## config.mk

```make
export PLATFORM = sky130hd
export DESIGN_NAME = apb_reg_mem_bank
export DESIGN_NICKNAME = d
export VERILOG_FILES = /design/src/rtl/apb_reg_mem_bank_pkg.sv /design/src/rtl/apb_region_decode.sv /design/src/rtl/apb_reg_mem_bank.sv
export SDC_FILE = /design/constraint.sdc
export NUM_CORES = 1
export LEC_CHECK = 0
export CORE_ASPECT_RATIO = 1.75
export CORE_MARGIN = 5
export CORE_UTILIZATION = 40
export CTS_CLUSTER_DIAMETER = 30
export CTS_CLUSTER_SIZE = 20
export DETAILED_ROUTE_END_ITERATION = 7
export PLACE_DENSITY = 0.78
export SETUP_SLACK_MARGIN = 0.5
export SLEW_MARGIN = 5
export SYNTH_ARGS = -nofsm -noshare
export SYNTH_HDL_FRONTEND = slang
export SYNTH_SLANG_ARGS = --single-unit
```

## constraint.sdc

```tcl
create_clock -name clk -period 2.16 [get_ports clk]
set_input_delay 0.54 -clock clk [delete_from_list [all_inputs] [get_ports clk]]
set_output_delay 0.54 -clock clk [all_outputs]
set_load 0.1 [all_outputs]
```

## src/rtl/apb_reg_mem_bank_pkg.sv

```systemverilog
// Shared types for the APB register/memory bank: FSM states, decode regions
// and the read-latency ceiling that sizes the wait counter.
package apbDecode_package;

  localparam int MEM_RD_LAT_MAX = 7;
  localparam int CNT_W          = $clog2(MEM_RD_LAT_MAX + 1);

  typedef enum logic [1:0] {IDLE, RD_WAIT, RESP} state_e;
  typedef enum logic [1:0] {RW, RO, MEM, ERR} region_e;

endpackage

```

## src/rtl/apb_region_decode.sv

```systemverilog
// Combinational APB address decode into region and word index.
// Register space wins over the memory window if the two ever overlap.
module apb_region_decode
  import apbDecode_package::*;
#(
  parameter int ADDR_W    = 24,
  parameter int DATA_W    = 32,
  parameter int NUM_REGS  = 4,
  parameter int MEM_BASE  = 'h100,
  parameter int MEM_DEPTH = 64,
  parameter int IDX_W     = 6
) (
  input  logic [ADDR_W-1:0] paddr_i,
  output region_e           region_o,
  output logic [IDX_W-1:0]  index_o
);

  localparam int WORD_W = ADDR_W - 2;
  localparam logic [ADDR_W-1:0] MEM_LO = ADDR_W'(MEM_BASE);
  localparam logic [ADDR_W:0]   MEM_HI = (ADDR_W+1)'(MEM_BASE + MEM_DEPTH * (DATA_W / 8));

  logic [WORD_W-1:0] word;
  logic [ADDR_W-1:0] mem_off;

  assign word    = paddr_i[ADDR_W-1:2];
  assign mem_off = paddr_i - MEM_LO;

  always_comb begin
    region_o = ERR;
    index_o  = '0;
    if (word < WORD_W'(NUM_REGS)) begin
      region_o = RW;
      index_o  = IDX_W'(word);
    end else if (word < WORD_W'(2 * NUM_REGS)) begin
      region_o = RO;
      index_o  = IDX_W'(word - WORD_W'(NUM_REGS));
    end else if (paddr_i >= MEM_LO && {1'b0, paddr_i} < MEM_HI) begin
      region_o = MEM;
      index_o  = IDX_W'(mem_off >> 2);
    end
  end

endmodule

```

## src/rtl/apb_reg_mem_bank.sv

```systemverilog
// APB slave with RW control regs, RO status words and a word-addressed memory
// window with programmable read latency. Byte strobes honoured with APB_PSTRB_EN.
module apb_reg_mem_bank
  import apbDecode_package::*;
#(
  parameter int ADDR_W     = 24,
  parameter int DATA_W     = 32,
  parameter int NUM_REGS   = 4,
  parameter int MEM_BASE   = 'h100,
  parameter int MEM_DEPTH  = 64,
  parameter int MEM_RD_LAT = 1,
  parameter logic [DATA_W-1:0] REG_RST = '0
) (
  input  logic                         clk,
  input  logic                         rst,
  input  logic                         psel,
  input  logic                         penable,
  input  logic                         pwrite,
  input  logic [ADDR_W-1:0]            paddr,
  input  logic [DATA_W-1:0]            pwdata,
  input  logic [DATA_W/8-1:0]          pstrb,
  output logic [DATA_W-1:0]            prdata,
  output logic                         pready,
  output logic                         pslverr,
  output logic [NUM_REGS*DATA_W-1:0]   rw_q,
  output logic [NUM_REGS-1:0]          rw_wr_stb,
  input  logic [NUM_REGS*DATA_W-1:0]   ro_d,
  output logic [$clog2(MEM_DEPTH)-1:0] mem_addr,
  output logic                         mem_rd,
  output logic                         mem_wr,
  output logic [DATA_W-1:0]            mem_wdata,
  input  logic [DATA_W-1:0]            mem_rdata
);

  localparam int STRB_W = DATA_W / 8;
  localparam int MEM_AW = $clog2(MEM_DEPTH);
  localparam int REG_AW = (NUM_REGS > 1) ? $clog2(NUM_REGS) : 1;
  localparam int IDX_W  = (MEM_AW > REG_AW) ? MEM_AW : REG_AW;

  state_e                            state_q, state_d;
  logic [CNT_W-1:0]                  cnt_q, cnt_d;
  region_e                           region_q, dec_region;
  logic [IDX_W-1:0]                  idx_q, dec_idx;
  logic                              write_q, err_q, err_d;
  logic [DATA_W-1:0]                 rdata_q, mem_wdata_q;
  logic                              mem_wr_q;
  logic [NUM_REGS-1:0]               rw_wr_stb_q;
  logic [NUM_REGS-1:0][DATA_W-1:0]   regs_q;
  logic                              setup_idle, acc_idle, cap;
  logic                              rw_commit, mem_commit;
  logic [STRB_W-1:0]                 strb_eff;
  logic                              strb_err;

  apb_region_decode #(
    .ADDR_W   (ADDR_W),
    .DATA_W   (DATA_W),
    .NUM_REGS (NUM_REGS),
    .MEM_BASE (MEM_BASE),
    .MEM_DEPTH(MEM_DEPTH),
    .IDX_W    (IDX_W)
  ) u_dec (
    .paddr_i (paddr),
    .region_o(dec_region),
    .index_o (dec_idx)
  );

`ifdef APB_PSTRB_EN
  assign strb_eff = pstrb;
  assign strb_err = (region_q == MEM) && write_q && !(&pstrb);
`else
  logic unused_pstrb;
  assign unused_pstrb = ^pstrb;
  assign strb_eff     = '1;
  assign strb_err     = 1'b0;
`endif

  assign setup_idle = (state_q == IDLE) && psel && !penable;
  assign acc_idle   = (state_q == IDLE) && psel && penable;
  assign err_d      = (region_q == ERR) || (region_q == RO && write_q) || strb_err;
  assign rw_commit  = acc_idle && region_q == RW && write_q;
  assign mem_commit = acc_idle && region_q == MEM && write_q && !strb_err;

  // Read strobe fires in the access cycle so data lands MEM_RD_LAT cycles later.
  assign mem_rd = !rst && acc_idle && region_q == MEM && !write_q;

  always_comb begin
    state_d = state_q;
    cnt_d   = cnt_q;
    cap     = 1'b0;
    case (state_q)
      IDLE: begin
        if (psel && penable) begin
          if (region_q == MEM && !write_q) begin
            state_d = RD_WAIT;
            cnt_d   = CNT_W'(MEM_RD_LAT);
          end else begin
            state_d = RESP;
          end
        end
      end
      RD_WAIT: begin
        if (!psel) begin
          state_d = IDLE;
        end else begin
          cnt_d = cnt_q - CNT_W'(1);
          if (cnt_d == '0) begin
            cap     = 1'b1;
            state_d = RESP;
          end
        end
      end
      RESP:    state_d = IDLE;
      default: state_d = IDLE;
    endcase
  end

  always_ff @(posedge clk) begin
    if (rst) begin
      state_q     <= IDLE;
      cnt_q       <= '0;
      region_q    <= ERR;
      idx_q       <= '0;
      write_q     <= 1'b0;
      err_q       <= 1'b0;
      rdata_q     <= '0;
      mem_wdata_q <= '0;
      mem_wr_q    <= 1'b0;
      rw_wr_stb_q <= '0;
      for (int i = 0; i < NUM_REGS; i++) regs_q[i] <= REG_RST;
    end else begin
      state_q     <= state_d;
      cnt_q       <= cnt_d;
      rw_wr_stb_q <= '0;
      mem_wr_q    <= 1'b0;
      if (setup_idle) begin
        region_q <= dec_region;
        idx_q    <= dec_idx;
        write_q  <= pwrite;
      end
      if (acc_idle) err_q <= err_d;
      if (cap) rdata_q <= mem_rdata;
      if (rw_commit) begin
        for (int i = 0; i < NUM_REGS; i++) begin
          if (idx_q == IDX_W'(i)) begin
            rw_wr_stb_q[i] <= 1'b1;
            for (int b = 0; b < STRB_W; b++)
              if (strb_eff[b]) regs_q[i][b*8 +: 8] <= pwdata[b*8 +: 8];
          end
        end
      end
      if (mem_commit) begin
        mem_wr_q    <= 1'b1;
        mem_wdata_q <= pwdata;
      end
    end
  end

  // Response mux; RO words are taken live in the response cycle.
  always_comb begin
    prdata = '0;
    if (!rst && state_q == RESP && !write_q && !err_q) begin
      case (region_q)
        RW:  for (int i = 0; i < NUM_REGS; i++)
               if (idx_q == IDX_W'(i)) prdata = regs_q[i];
        RO:  for (int i = 0; i < NUM_REGS; i++)
               if (idx_q == IDX_W'(i)) prdata = ro_d[i*DATA_W +: DATA_W];
        MEM: prdata = rdata_q;
        default: prdata = '0;
      endcase
    end
  end

  assign pready    = !rst && state_q == RESP;
  assign pslverr   = pready && err_q;
  assign rw_q      = regs_q;
  assign rw_wr_stb = rw_wr_stb_q;
  assign mem_addr  = idx_q[MEM_AW-1:0];
  assign mem_wr    = mem_wr_q;
  assign mem_wdata = mem_wdata_q;

endmodule
```

# Word level (Yosys, flattened, before mapping)
# Index checks and enable logic that the tools add are counted.
# Widths: inputs -> output; s select.
# totals
reg_bits	212
in_bits	225
out_inout_bits	206
elab_cells	102
# classes
n_eq_ne	12
bitwise	1
reduce_logical	35
mux	33
n_lt_le_gt_ge	4
addsub	3
# ops
operator	count
$mux 32	9
$pmux 32 s3	1
$ge 24x9->1 const B	1
$lt 24x10->1 const B	1
$lt 22x3->1 const B	1
$lt 22x4->1 const B	1
$logic_and 1x1->1	18
$mux 6	3
$eq 6x2->1 const B	2
$mux 2	6
$reduce_and 2->1	5
$mux 1	9
$mux 3	3
$sub 8x1->8 const B	1
$eq 2x2->1 const B	3
$eq 6x1->1 const B	1
$logic_not 6->1	1
$pmux 3 s2	1
$sub 6x3->6 const B	1
$eq 2x1->1 const B	2
$logic_not 1->1	4
$logic_not 2->1	2
$ne 2x1->1 const B	2
$pmux 2 s2	1
9 further kinds	9

# Depth between registers and ports, before layout
# Gate-level depths: netlist of run 1.
# depth
depth_word	7
ltp_mapped	8
mapped_depth_nobuf	6

# Modules after synthesis
# Synthesis of run 1 repeated with hierarchy kept, for this count alone.
# hier_totals
cells_unflattened	1238
hier_area_um2	10398.7
# by_module_without_submodules
module	area_per_inst_um2	seq_area_each_um2	cells_each	n_inst
apb_reg_mem_bank	10188.5	4244.1	1206	1
apb_region_decode	210.2	0.0	32	1

# Worst setup path after synthesis of run 1
# OpenSTA, ideal clock, no wires.
# synth_timing
path_kind	input to output
start	input rst
end	output prdata[21]
slack_ns	-4.520
path_buffers	2
required_time_ns	1.620
path_stages	6
arrival_time_ns	6.140
cell_sequence	clkbuf_1 -> nor3b_1 -> nor3b_2 -> nand2_1 -> buf_6 -> o32ai_1
# synth_between
elab_chain_cells	5
# synth_rtl
element	line_no	text
start, declared	apb_reg_mem_bank.sv:15	input logic rst,
$logic_not 1->1	--	
$logic_and 1x1->1	--	
via pready	apb_reg_mem_bank.sv:23	output logic pready,
$logic_and 1x1->1 (2 in series)	apb_reg_mem_bank.sv:161	if (!rst && state_q == RESP && !write_q && !err_q) begin
$mux 32	apb_reg_mem_bank.sv:161	
end, declared	apb_reg_mem_bank.sv:22	output logic [DATA_W-1:0] prdata,
# The timed path passes the listed nets, and every way through them passes these cells.

# Final worst setup path of run 1
# layout_timing
start	register idx_q[5], in the netlist mem_addr[5]
end	output prdata[29]
# layout_between
elab_chain_cells	7
elab_cells_between_ends	14
cone_classes	3 x eq/ne; 10 x mux; 1 x reduce/logical
# layout_rtl
element	line_no	text
start, declared	apb_reg_mem_bank.sv:43	logic [IDX_W-1:0] idx_q, dec_idx;
start signal, assigned	apb_reg_mem_bank.sv:137	idx_q <= dec_idx;
$logic_not 6->1	apb_reg_mem_bank.sv:164, apb_reg_mem_bank.sv:166	
$mux 32, on equally long branches (4 in series)	apb_reg_mem_bank.sv:166, apb_reg_mem_bank.sv:164	
$pmux 32 s3 (*)	apb_reg_mem_bank.sv:162	case (region_q)
$mux 32 (*)	apb_reg_mem_bank.sv:161	
# Every way passes the cells marked *; elsewhere a longest branch is shown, timed or not.

==> impl.org, run 1 <==
** Placed design
- Post-detail-place hpwl :: 35.6 mm
- OpenSTA, run right after detailed placement, puts the worst setup slack at -677 ps.
- Post-detailed-placement cell area :: around 0.017 mm2
- Input and output buffers added on the ports amount to ~420.
- Routability congestion estimate :: ~0.9

** Yosys
- Averaged over all synthesized cells, the footprint is approximately 8.4 um2.
- In the synthesized netlist the async set-or-reset flop fraction comes to 0.
- Synthesis produced roughly 1300 cells.
- Yosys top cell area share :: 0.398
- The cell area that synthesis handed to floorplanning was about 0.011 mm2.
- The synthesized netlist contains 48 unique library cells.
- The number of nets in the synthesized netlist is about 1500.
- Leading post-synthesis cells by cell area :: sky130_fd_sc_hd__dfxtp_1 40%, sky130_fd_sc_hd__mux2i_1 12%, sky130_fd_sc_hd__nand2_1 8.2%
- Among all flip-flop cells after synthesis, the most frequent one is sky130_fd_sc_hd__dfxtp_1.
- Synthesis inferred roughly 210 register bits.
- Count of flip-flops with a built-in enable after synthesis :: 0
- Sequential fraction of the synthesis area :: 0.398
- Yosys Warn Count :: 0
- Post-synth top area cell :: sky130_fd_sc_hd__dfxtp_1

** Worst setup path
- In this run the critical register-to-register path is captured at rw_q[28].
- Measured in cells, the most critical reg-to-reg path has a length of 15.
- Type of the worst setup path :: register to primary output
- Setup slack, reg-to-reg :: -400 ps
- For the worst setup path, the data arrival time is roughly 2600 ps.
- Of all nets on the critical path, the largest fanout is 4.
- Launch point of the worst path :: mem_addr[5]
- Kind of end point of the critical path :: primary output
- Startpoint Class :: register
- Startpoint of the lowest-slack register-to-register path :: mem_addr[5]
- In this run the worst setup path terminates at prdata[29].
- For the worst setup path, the data required time is between 1500 and 2000 ps.

** Timing
- Setup TNS :: -45850 ps
- Hold violation total from the final report :: 0
- Setup violations remaining at the end of the flow were counted as around 150.
- Dividing the final minimum period by the clock period gives 1.47.
- Setup repair after global routing could not meet its margin everywhere.
- Min Tclk post-route :: 3180 ps
- Measured against its own limit, the worst slew margin works out to 0.0892.
- Highest attainable clock frequency :: roughly 310 MHz
- At the pin with the least slew margin, the transition time is 1370 ps.
- Largest clock skew in the final design :: ~27 ps
- Max Transition Viols Final :: 0
- Setup slack on the critical path of the routed design comes to -1020 ps.

** Cells and area
- Final cell utilization of the core :: 0.753
- The library cell used most frequently in the layout, excluding fill and tap cells, is sky130_fd_sc_hd__buf_4.
- Fraction of final layout cells sized beyond drive strength 1 :: 0.371
- Nets :: a little over 2000
- In the final layout, flip-flops and latches occupy approximately 0.0043 mm2.
- After routing the design area is 0.0199 mm2.
- Summing all multi-input logic gate instances after layout gives 0.00731 mm2.
- Layout-stage area growth over the synthesis result :: 86.8%
- Top library cells by usage in the layout, fill and taps aside :: 276 x sky130_fd_sc_hd__buf_4, 218 x sky130_fd_sc_hd__nand2_1, 215 x sky130_fd_sc_hd__clkdlybuf4s50_1
- Counting the fill cells in the layout gives 1733.

** GRT
- The first global-routing pass estimated slightly below 80 mm of wire.
- Via count of the first global-routing pass :: about 13000
- Global-route usage over all layers :: 0.336
- Largest net degree at the start of global routing :: 129
- After global routing the overflow that remains totals 0.
- The initial antenna violation count is 5.

** Floorplanning
- Initial core utilization :: 0.403
- Core area :: 0.0265 mm2
- From bottom edge to top edge, the die measures roughly 230 um.
- roughly 430 I/O pins were placed.
- Die Span X :: roughly 130 um
- After floorplanning, the core was divided into 79 placement rows.
- The die covers a little over 0.03 mm2.

** Clocking
- Number of CTS-inserted buffers :: 34
- TritonCTS clock tree :: done
- Number of hold buffers added after cts :: 0
- Number of sinks on the clock net :: between 200 and 250
- Clock-pin slew reported for the worst setup and hold paths after clock tree synthesis :: approximately 60 ps
- At the later pin of the worst-skew pair, clock insertion delay measures between 500 and 600 ps.
- In this run the deepest clock path goes through 3 buffers.
- CTS built an H-tree with a depth of 2.
- Library cell used as clock root buffer :: sky130_fd_sc_hd__clkbuf_16

** Route
- The final layout contains routed wiring with a total length of 55.1 mm.
- Number of routed nets with antenna violations :: 0
- The first TritonRoute pass finished after 8 iterations.
- Detail-routed net length per standard cell :: around 25 um
- After the first detailed-routing iteration, the DRC count stood at approximately 830.
- Total number of vias :: between 10000 and 15000
- In the routed design, unresolved DRC markers number 0.
- Using the TritonRoute via totals, the vias-per-cell ratio works out to just under 6.

** Pwr
- Ratio of total power to cell area :: 513 mW/mm2
- Summed over all cells, the static leakage comes to 0.00752 uW.
- The design draws approximately 10000 uW.
- Across the VDD grid, the largest voltage drop is roughly 0.00064 V.

** Run
- Maximum Capacitance Violations :: 0

** Outcome
- The run finished, with violations left.
- The checks that failed: setup timing.

** Min path
- Path type of the worst min-delay path :: register to register
worst min-delay path by stage:
stage | cells past startpoint | startpoint | slack (ps) | endpoint
floorplan | 2 | rdata_q[0] | 440 | rdata_q[0]
global placement | 2 | rdata_q[31] | 440 | rdata_q[31]
detailed placement | 2 | mem_wdata[31] | 450 | mem_wdata[31]
CTS | 2 | rdata_q[31] | 450 | rdata_q[31]
global route | 2 | mem_wdata[16] | 480 | mem_wdata[16]
finish | 2 | mem_wdata[10] | 450 | mem_wdata[10]
through the flow:
step	instances	hold WS, ps
6_report	2174	453
5_1_grt	2174	478
4_1_cts	2155	455
3_5_place_dp	2051	448
3_3_place_gp	2051	442
2_1_floorplan	1278	436
routing by layer:
layer	up-vias	routed length [um]	track usage
met4	0	5190	0.260
met2	780	27900	0.595
li1	5644	-	-
met1	6097	17900	0.340
met3	261	4090	0.0738
met5	-	0	0
critical path, stage by stage, from the launching register on:
cell and delay (ps):
sky130_fd_sc_hd__dfxtp_4 340, sky130_fd_sc_hd__buf_4 150, sky130_fd_sc_hd__nor4_4 270, sky130_fd_sc_hd__buf_4 180, sky130_fd_sc_hd__buf_4 120, sky130_fd_sc_hd__buf_4 100, sky130_fd_sc_hd__buf_6 90, sky130_fd_sc_hd__buf_16 100
sky130_fd_sc_hd__buf_8 90, sky130_fd_sc_hd__nand3_2 80, sky130_fd_sc_hd__a32oi_4 270, sky130_fd_sc_hd__o22ai_4 150, sky130_fd_sc_hd__buf_12 180
final cells by class:
| type | instances | area share |
|---|---|---|
| multi-input combinational | 943 | 0.367 |
| timing repair buffer | 624 | 0.340 |
| sequential | 212 | 0.214 |
| clock buffer | 40 | 0.0459 |
| tap | 324 | 0.0203 |
| clock inverter | 21 | 0.0109 |
| inverter | 5 | 0.000941 |
| antenna | 5 | 0.000627 |
report_power, final:
| part | leakage [uW] | switching (uW) | internal [uW] |
|---|---|---|---|
| sequential | 0.00171 | 4.50 | 3910 |
| clock | 0.000552 | 2090 | 3430 |
| combinational | 0.00526 | 316 | 483 |
cell usage after synthesis (2+ instances only):
| library cell | count |
|---|---|
| sky130_fd_sc_hd__nand2_1 | 233 |
| sky130_fd_sc_hd__dfxtp_1 | 212 |
| sky130_fd_sc_hd__a21oi_1 | 135 |
| sky130_fd_sc_hd__mux2i_1 | 127 |
| sky130_fd_sc_hd__clkbuf_1 | 79 |
| sky130_fd_sc_hd__nand2b_1 | 67 |
| sky130_fd_sc_hd__nand3_1 | 67 |
| sky130_fd_sc_hd__nor2_1 | 43 |
| sky130_fd_sc_hd__mux2_2 | 40 |
| sky130_fd_sc_hd__o22ai_1 | 38 |
| sky130_fd_sc_hd__o21ai_0 | 36 |
| sky130_fd_sc_hd__a32oi_1 | 31 |
| sky130_fd_sc_hd__buf_2 | 31 |
| sky130_fd_sc_hd__nor2b_1 | 27 |
| sky130_fd_sc_hd__a211oi_1 | 25 |
| sky130_fd_sc_hd__o32ai_1 | 12 |
| sky130_fd_sc_hd__nor3_1 | 8 |
| sky130_fd_sc_hd__inv_1 | 5 |
| sky130_fd_sc_hd__nand4_1 | 5 |
| sky130_fd_sc_hd__buf_1 | 4 |
| sky130_fd_sc_hd__buf_6 | 4 |
| sky130_fd_sc_hd__ha_1 | 4 |
| sky130_fd_sc_hd__nor4_1 | 4 |
| sky130_fd_sc_hd__a22o_1 | 3 |
| sky130_fd_sc_hd__a32o_1 | 3 |
| sky130_fd_sc_hd__and4_1 | 3 |
| sky130_fd_sc_hd__nor3b_2 | 3 |
| sky130_fd_sc_hd__nor4bb_1 | 3 |
| sky130_fd_sc_hd__a21o_1 | 2 |
| sky130_fd_sc_hd__and2_1 | 2 |
| sky130_fd_sc_hd__and3_1 | 2 |
| sky130_fd_sc_hd__nor3_4 | 2 |
| sky130_fd_sc_hd__nor3b_1 | 2 |
| sky130_fd_sc_hd__nor4b_1 | 2 |
sequential cells by signal (all words and copies together), names as in the netlist:
register	count
rw_q	128
mem_addr	6
mem_wdata	32
region_q	2
write_q	1
err_q	1
rdata_q	32
mem_wr	1
cnt_q	3
state_q	2
rw_wr_stb	4
cells by family after synthesis:
kind of cell             share of synthesized area
AND/OR/NAND/NOR                              0.217
adder cells (fa/ha/maj)                    0.00469
flip-flops                                   0.398
buffers and inverters                       0.0497
multiplexers                                 0.163
XOR/XNOR                                  0.000821
AO/OA/AOI/OAI                                0.167
what timing repair did:
| action | 4_1_cts | 5_1_grt |
|---|---|---|
| buffers inserted | 25 | 12 |
| pin swaps | 50 | 45 |
| resized for setup | 175 | 79 |
| setup endpoints to repair | 379 | 410 |
| cloned | 18 | 2 |
Note: power is estimated with default switching activity, not from simulation.
==> run 2: changes to the inputs <==
Settings changed: CORE_AREA set to 5 5 163 165, CORE_ASPECT_RATIO 1.75 to not set, CORE_MARGIN 5 to not set, CORE_UTILIZATION 40 to not set, CTS_BUF_LIST set to sky130_fd_sc_hd__clkbuf_4 sky130_fd_sc_hd__clkbuf_8, DIE_AREA set to 0 0 168 170, PLACE_DENSITY 0.78 to 0.8, SLEW_MARGIN 5 to not set.
Clock period 2.16 ns to 4.03 ns, I/O delays scaled along.
==> run 2 against run 1 <==
  * The flow now finishes without violations
  * Clock skew shrank 11 ps
  * Die area shrank 5.4%
  * Non-clock buffer count shrank 135
  * Flip-flop and latch count is the same
  * Core utilization shrank 2.9 points
  * Register-to-register slack gained 1900 ps
  * Clock power shrank 47%
  * Final cell count shrank 5.2%
  * Clock-buffer cell count grew 14
  * Sequential share of layout area grew 2.2 points
  * Critical path type unchanged
  * Largest power group unchanged
==> impl.org, run 2 (same netlist as run 1, synthesis figures left out) <==
** Outcome
- The run finished with clean final reports.

** Cells and area
- Top library cells by usage in the layout, fill and taps aside :: 385 x sky130_fd_sc_hd__clkdlybuf4s50_1, 229 x sky130_fd_sc_hd__nand2_1, 207 x sky130_fd_sc_hd__dfxtp_1
- Max reg flops :: between 100 and 150
- Leaving out fill and tap cells, the most frequent cell in the layout is sky130_fd_sc_hd__clkdlybuf4s50_1.
- Number of antenna diodes :: 0
- The sequential cells in the finished layout cover a total of about 0.0043 mm2.
- Nets :: 1925
- Fill cells in the final layout number around 1800.
- For this run, the share of the core covered by cells in the final layout is 0.724.
- Area of combinational cells with multiple inputs :: a little under 0.007 mm2
- Layout-stage area growth over the synthesis result :: 68.7%
- Of the cells placed in the final design, the portion with a size suffix greater than 1 is 0.181.

** Clocking
- For the worst-skew pair, the clock arrives at the later sink with an insertion delay of roughly 550 ps.
- H-tree lvl count :: 2
- Maximum clock insertion buffer count :: 3
- TritonCTS built the clock tree.
- In this run, CTS created clock tree buffers numbering 45.
- Number of hold buffers added after cts :: 0
- Number of sinks on the clock net :: between 200 and 250
- The tree is rooted in a sky130_fd_sc_hd__clkbuf_8.
- Clock-pin slew reported for the worst setup and hold paths after clock tree synthesis :: 50 ps

** Placed design
- Routability congestion estimate :: between 0.9 and 1
- At the placement stage, the worst setup path has a slack of 326 ps.
- Port Buffer Count :: roughly 420
- The HPWL after detailed placement is approximately 32 mm.

** Worst setup path
- The setup path with the least slack is of type register to primary output.
- Crit-path max FO :: 5
- Startpoint Class :: register
- Worst EP arrival :: 2650 ps
- Data required time of the critical path :: between 3000 and 4000 ps
- The worst setup path is captured at a primary output.

** Floorplanning
- From bottom edge to top edge, the die measures 170 um.
- Core Rows :: 58
- From left edge to right edge, the die measures ~170 um.
- The floorplan step defined a die boundary enclosing approximately 0.029 mm2.
- For this configuration, the core starts out at a cell density of 0.429.
- ~430 I/O pins were placed.
- After floorplanning, the core was sized to cover about 0.025 mm2.

** Timing
- Largest clock skew in the final design :: between 15 and 20 ps
- The worst path needs 3660 ps of the cycle, external delays included.
- Once routing completed, OpenROAD measured the worst setup slack at 368 ps.
- Highest attainable clock frequency :: roughly 270 MHz
- Max Transition Viols Final :: 0
- Hold violation total from the final report :: 0
- Slew of the pin with the lowest slew margin :: around 1200 ps
- Setup repair after global routing could not meet its margin everywhere.
- Final setup violation count :: 0
- Measured against its own limit, the worst slew margin works out to 0.172.
- Crit share post-route :: 0.909

** GRT
- For this run, global-route usage on met3 was measured as 0.0632.
- GR met2 Demand/Resource :: 0.505
- Layer carrying the most global-route usage :: met2
- Global-route usage over all layers :: 0.302
- The initial antenna violation count was 2.
- For met1 alone, demand over resource in global routing was 0.376.
- Summed over all layers, the global routing overflow is 0.
- The first global-routing pass estimated ~68 mm of wire.
- The number of global-route vias before repair is between 10000 and 15000.
- Largest net degree at the start of global routing :: 244

** Route
- For this run, design rule violations remaining after detail routing come to 0.
- The first TritonRoute pass finished after 6 iterations.
- Number of vias per cell :: around 5.8
- Dividing the detail-routed wire length by the instance count gives approximately 23 um.
- Iter 0 DRT Violations :: 1074
- Post-detailed-routing wire length :: 46.8 mm
- In this run the remaining antenna-violating nets after routing total 0.
- The routed layout has 11900 vias.

** Pwr
- VDD IR max :: roughly 0.00035 V
- Ratio of total power to cell area :: 300 mW/mm2
- Summed over all cells, the static leakage comes to around 0.006 uW.

** Min path
- The path class of the tightest hold or removal check is register to register.

** Run
- Max-cap violations in this run came to 0.
==> run 2: cell count changes in the layout (fill, tap and decap cells not counted), moves of 32 or more <==
cell / change
sky130_fd_sc_hd__buf_4: -235
sky130_fd_sc_hd__clkdlybuf4s50_1: +170
sky130_fd_sc_hd__clkbuf_8: +49
sky130_fd_sc_hd__clkbuf_16: -36
sky130_fd_sc_hd__buf_12: -35
sky130_fd_sc_hd__o21ai_0: +32
==> run 2: final cells by class <==
class | count | share of cell area
clock buffer | 54 | 0.0402
inverter | 5 | 0.00104
timing repair buffer | 489 | 0.298
clock inverter | 28 | 0.0237
multi-input combinational | 943 | 0.377
tap | 330 | 0.0229
sequential | 212 | 0.236
==> run 2: stage by stage <==
stage / power (uW) / cell area (um2) / hold slack [ps] / TNS (ps) / cells
3_5_place_dp: 2520 / 16100 / 447 / 0 / 1955
3_3_place_gp: 2520 / 16100 / 441 / 0 / 1955
6_report: 5410 / 18000 / 453 / 0 / 2061
2_1_floorplan: 2260 / 11300 / 436 / -14740 / 1278
4_1_cts: 5440 / 17800 / 456 / 0 / 2056
5_1_grt: 5570 / 18000 / 480 / 0 / 2061
==> run 2: worst max-delay path: stages (launching register included) <==
cell and delay [ps]:
sky130_fd_sc_hd__dfxtp_4 340, sky130_fd_sc_hd__or4_4 580, sky130_fd_sc_hd__nor3_4 240, sky130_fd_sc_hd__buf_6 170
sky130_fd_sc_hd__nand2_8 80, sky130_fd_sc_hd__buf_12 150, sky130_fd_sc_hd__o32ai_4 320, sky130_fd_sc_hd__buf_12 220
==> run 2: final timing paths <==
check	startpoint	to	slack, ps	cells past startpoint
max	mem_addr[4]	prdata[28]	370	7
min	mem_wdata[14]	mem_wdata[14]	450	2
max reg2reg	region_q[1]	mem_wdata[20]	1500	5
min reg2reg	mem_wdata[14]	mem_wdata[14]	450	2
==> run 2: per-layer routing <==
metal,part of all wire,routed length [um]
met5,0.00073,34
met4,0.053,2470
met3,0.085,3970
met2,0.47,22100
met1,0.39,18200
==> run 2: repair_timing <==
action                     in CTS  in global routing
pin swaps                      14                 13
setup endpoints to repair      32                 33
buffers inserted               16                  4
cloned                          3                  1
hold endpoints to repair        0                  0
gates resized for setup        46                 28
==> run 2: power by group <==
group / total [uW] / switching (uW) / internal, uW
Combinational: 388 / 148 / 239
Sequential: 2100 / 3.24 / 2100
Clock: 2920 / 1060 / 1860
==> run 3: changes to the inputs <==
Settings changed: TNS_END_PERCENT set to 100.
==> results of run 3 <==
No change in the layout: final DEF, timing and power equal those of run 2.
